===== config.mk =====
export PLATFORM = sky130hd
export DESIGN_NAME = stopwatch_bcd
export DESIGN_NICKNAME = d
export VERILOG_FILES = /design/src/rtl/stopwatch_bcd.sv
export SDC_FILE = /design/constraint.sdc
export NUM_CORES = 1
export LEC_CHECK = 0
export CAP_MARGIN = 40
export CORE_ASPECT_RATIO = 1.4
export CORE_MARGIN = 2
export CORE_UTILIZATION = 58
export CTS_CLUSTER_SIZE = 16
export DETAILED_ROUTE_END_ITERATION = 8
export PLACE_DENSITY = 0.76
export SLEW_MARGIN = 30
export SYNTH_ARGS = -nofsm -noshare
export SYNTH_HDL_FRONTEND = slang
export SYNTH_SLANG_ARGS = --single-unit

===== constraint.sdc =====
create_clock -name clk -period 2.4 [get_ports clk]
set_input_delay 0.36 -clock clk [delete_from_list [all_inputs] [get_ports clk]]
set_output_delay 0.36 -clock clk [all_outputs]
set_load 0.02 [all_outputs]

===== src/rtl/stopwatch_bcd.sv =====
// HH:MM:SS.CC stopwatch with lap freeze, driving eight BCD digits for seven-segment decoders.
// All outputs are registered from next-state values so the display tracks the count on the same edge.
module stopwatch_bcd #(
  parameter int CLK_HZ  = 50000000,
  parameter int TICK_HZ = 100
) (
  input  logic        clk,
  input  logic        rst_n,
  input  logic        start_stop,
  input  logic        lap_reset,
  output logic [31:0] numbers,
  output logic        running,
  output logic        lap_active
);

  localparam int DIV = CLK_HZ / TICK_HZ;
  localparam int PW  = (DIV > 1) ? $clog2(DIV) : 1;
  localparam logic [PW-1:0] PRESC_MAX = PW'(DIV - 1);

  localparam logic [1:0] S_IDLE  = 2'd0;
  localparam logic [1:0] S_RUN   = 2'd1;
  localparam logic [1:0] S_PAUSE = 2'd2;
  localparam logic [1:0] S_LAP   = 2'd3;

  logic [1:0]    state, state_nxt;
  logic [PW-1:0] presc, presc_nxt;
  logic [31:0]   count, count_nxt;
  logic [31:0]   lap_count, lap_nxt;
  logic          counting;
  logic          tick;

  // Digits 3 and 5 are the tens of seconds and minutes; everything else rolls at 9.
  function automatic logic [3:0] digit_max(input int idx);
    return ((idx == 3) || (idx == 5)) ? 4'd5 : 4'd9;
  endfunction

  function automatic logic [31:0] bcd_inc(input logic [31:0] v);
    logic [31:0] r;
    logic        carry;
    r     = v;
    carry = 1'b1;
    for (int i = 0; i < 8; i++) begin
      if (carry) begin
        if (v[4*i +: 4] >= digit_max(i)) begin
          r[4*i +: 4] = 4'd0;
        end else begin
          r[4*i +: 4] = v[4*i +: 4] + 4'd1;
          carry       = 1'b0;
        end
      end
    end
    return r;
  endfunction

  assign counting = (state == S_RUN) || (state == S_LAP);
  assign tick     = counting && (presc == PRESC_MAX);

  // start_stop wins over lap_reset whenever both arrive together.
  always_comb begin
    state_nxt = state;
    case (state)
      S_IDLE: begin
        if (start_stop) state_nxt = S_RUN;
      end
      S_RUN: begin
        if (start_stop)     state_nxt = S_PAUSE;
        else if (lap_reset) state_nxt = S_LAP;
      end
      S_LAP: begin
        if (start_stop)     state_nxt = S_PAUSE;
        else if (lap_reset) state_nxt = S_RUN;
      end
      S_PAUSE: begin
        if (start_stop)     state_nxt = S_RUN;
        else if (lap_reset) state_nxt = S_IDLE;
      end
      default: state_nxt = S_IDLE;
    endcase
  end

  // Counting follows the current state, so a tick on the pausing edge still lands.
  always_comb begin
    presc_nxt = presc;
    count_nxt = count;
    lap_nxt   = lap_count;
    if ((state == S_IDLE) || (state_nxt == S_IDLE)) begin
      presc_nxt = '0;
      count_nxt = '0;
    end else if (counting) begin
      if (tick) begin
        presc_nxt = '0;
        count_nxt = bcd_inc(count);
      end else begin
        presc_nxt = presc + PW'(1);
      end
    end
    if ((state == S_RUN) && (state_nxt == S_LAP)) lap_nxt = count;
  end

  always_ff @(posedge clk) begin
    if (!rst_n) begin
      state      <= S_IDLE;
      presc      <= '0;
      count      <= '0;
      lap_count  <= '0;
      numbers    <= '0;
      running    <= 1'b0;
      lap_active <= 1'b0;
    end else begin
      state      <= state_nxt;
      presc      <= presc_nxt;
      count      <= count_nxt;
      lap_count  <= lap_nxt;
      numbers    <= (state_nxt == S_LAP) ? lap_nxt : count_nxt;
      running    <= (state_nxt == S_RUN) || (state_nxt == S_LAP);
      lap_active <= (state_nxt == S_LAP);
    end
  end

endmodule


==> impl_metrics.env <==
export IMPL_status="completed"
export IMPL_die_area_sq_um=10070
export IMPL_ios=38
export IMPL_ys_flop_type="dfxtp_1"
export IMPL_internal_power_mw=4.005
export IMPL_ir_drop_v=0.0007660
export IMPL_fin_crit_sh=0.9863
export IMPL_synthArstFlopShare=0
export IMPL_netlist_area_sq_um=5380
export IMPL_slowest_stage="or3b_4"
export IMPL_final_cell_mix="dfxtp_1, nor2_1, nand2_1, buf_4, clkdlybuf4s50_1"
export IMPL_synth_edf_count=0
export IMPL_setup_viol=0
export IMPL_synth_fp_nets=611
export IMPL_num_vias=4594
export IMPL_grt_ovfl_total=0
export IMPL_cts_tree="yes"
export IMPL_dp_final_hpwl_mm=8.743
export IMPL_synth_xor_area_share=0.03093
export IMPL_final_nets=688
export IMPL_grt_pass1_vias=4532
export IMPL_skew_ns=0.01053
export IMPL_die_h_um=118.0
export IMPL_netlist_instances=582
export IMPL_clock_path_buffers=2
export IMPL_rsz0062_at_grt="yes"
export IMPL_drt_total_wl_mm=13.48
export IMPL_swShare=0.1985
export IMPL_p_sw_mw=0.9918
export IMPL_critPathBufInv=5
export IMPL_track_usage=0.2737
export IMPL_initialDrtViolationCount=329
export IMPL_r2r_slack_ns=0.03
export IMPL_drt_pre_antenna_iters=5
export IMPL_crit_type="register to register"
export IMPL_path_cells="buf_4, ha_1, or3b_4, nand4_4, buf_4, buf_4, nor3_4, buf_4, buf_4, and3_1, o311a_1"
export IMPL_critical_path_top_delay_family="simple AND/OR/NAND/NOR gates"
export IMPL_hold_violations=0
export IMPL_drt_vias_per_instance=5.897
export IMPL_powerDensity_nw_per_um2=725.1
export IMPL_row_count=41
export IMPL_ys_seq_area_frac=0.4391
export IMPL_worst_slew_pin_slew_ns=0.5764
export IMPL_maxCapViolations=0
export IMPL_n_antenna_cell=0
export IMPL_cts_clk_slew_worst_paths_ns=0.05
export IMPL_fmax_ghz=0.4224
export IMPL_coreArea_sq_um=9029
export IMPL_ys_warn_count=0
export IMPL_root_buffer="clkbuf_16"
export IMPL_placedCellCount=742
export IMPL_startpoint_type="register"
export IMPL_die_x_um=85.40
export IMPL_yosys_area_share_adder=0.05814
export IMPL_mostFrequentLayoutCell="dfxtp_1"
export IMPL_wl_per_cell_um=17.30
export IMPL_synth_avg_cell_area_sq_um=9.244
export IMPL_stdcell_count=779
export IMPL_ctsHoldBuffers=0
export IMPL_hp_class="register to register"
export IMPL_htree_levels=4
export IMPL_fin_area_sq_um=6892
export IMPL_leakagePower_nw=2.788
export IMPL_yosys_area_share_simple=0.2379
export IMPL_initial_core_util=0.5959
export IMPL_post_route_min_period_ns=2.367
export IMPL_critPathMaxFanout=7
export IMPL_drc_errors=0
export IMPL_placed_area_sq_um=6100
export IMPL_seq_power_share=0.396
export IMPL_final_layout_size_suffix_gt1_frac=0.1667
export IMPL_pwr_share_comb=0.044
export IMPL_cpPeakStageDelay_ns=0.40
export IMPL_synth_compound_area_share=0.1353
export IMPL_place_gp_congestion=0.9108
export IMPL_syn_to_final_growth_pct=28.09
export IMPL_fin_total_pwr_mw=4.997
export IMPL_crit_required_ns=2.71
export IMPL_clock_sinks=118
export IMPL_finalMaxSlewViolations=0
export IMPL_clock_power_share=0.561
export IMPL_cp_data_arrival_time_ns=2.67
export IMPL_fin_util=0.7633
export IMPL_grt_max_degree=29
export IMPL_synthDistinctLibCells=63
export IMPL_antenna_found_initial=0
export IMPL_ant_nets=0
export IMPL_muxShareOfSynthArea=0.06163
export IMPL_grt_pass1_wl_mm=21.85
export IMPL_clock_latency_ns=0.42
export IMPL_ys_ff_latch=118
export IMPL_relSlewSlack=0.6148
export IMPL_synth_top_family_by_area="simple AND/OR/NAND/NOR gates"
export IMPL_endpoint_kind="register"
export IMPL_cp_common_cell="buf_4"
export IMPL_port_buffers=37
export IMPL_worst_hold_slack_ns=0.4661
export IMPL_cts_buffers=17
[state kept, by name (all words and copies together), names as in the netlist]
register,count
lap_count,32
numbers,32
lap_active,1
state,2
count,32
presc,19
[routing by layer]
metal,vias to the layer above,part of all wire,track usage
met5,-,0,0
met4,0,0.025,0.1210
met3,34,0.054,0.06522
met2,161,0.50,0.4619
met1,2189,0.42,0.3256
li1,2210,-,-
[cells in the mapped netlist (all sizes together) (7+ instances only)]
cell,instances,area share
a21oi,22,0.020
a2bb2oi,9,0.015
a31oi,10,0.012
buf,13,0.014
clkbuf,12,0.0084
dfxtp,118,0.44
ha,25,0.058
inv,21,0.015
mux2i,32,0.060
nand2,57,0.040
nand3,17,0.016
nand4,12,0.016
nor2,59,0.041
nor2b,32,0.037
nor3,15,0.019
o21ai,14,0.013
o22ai,7,0.0081
xor2,13,0.021
[worst min-delay path, stage by stage, from the launching register on]
cell      delay [ns]
dfxtp_1         0.31
nand2_1         0.05
a21boi_0        0.07
[power groups by stage]
stage | Sequential [mW] | Combinational (mW) | Clock, mW
after global placement | 2.02 | 0.213 | 0
after detailed placement | 2.02 | 0.214 | 0
after global routing | 1.98 | 0.233 | 2.90
after floorplan | 2.03 | 0.112 | 0
final | 1.98 | 0.218 | 2.80
after CTS | 1.98 | 0.216 | 2.83
[kinds of logic (layout without fill, tap and decap cells)]
family                     after synthesis  count (layout)
DFF                                    118             118
muxes                                   33              33
adders and majority gates               25              25
buffers and inverters                   46             136
AOI/OAI and AO/OA                      103             103
xor gates and xnor gates                19              19
and+or+nand+nor                        238             238
[repair_timing]
item                       in CTS  in global routing
hold endpoints to repair        0                  0
setup buffers                   0                  5
resized for setup               0                 26
setup endpoints to repair       0                 24
[area by class of cell]
type	instances	area, sq um
multi-input cells	418	2900
flip-flops and latches	118	2379
fillers	629	2137
repair buffers	83	740.7
clock buffers	24	491.7
clock inverters	8	167.7
well taps	107	133.9
inverters	21	78.83
[stage by stage]
stage               worst slack [ns]  setup TNS (ns)
floorplan                     0.2024               0
global placement             0.09244               0
detailed placement           0.04416               0
CTS                          0.02880               0
global route                -0.05044        -0.09561
finish                       0.03279               0
[final timing paths]
kind | startpoint | end | cells past startpoint
max | count[4]$_SDFF_PN0_ | numbers[28]$_SDFF_PN0_ | 11
min | lap_count[27]$_SDFF_PN0_ | lap_count[27]$_SDFF_PN0_ | 2
max reg2reg | count[4]$_SDFF_PN0_ | numbers[28]$_SDFF_PN0_ | 11
min reg2reg | lap_count[27]$_SDFF_PN0_ | lap_count[27]$_SDFF_PN0_ | 2
(Power assumes the default switching activity.)
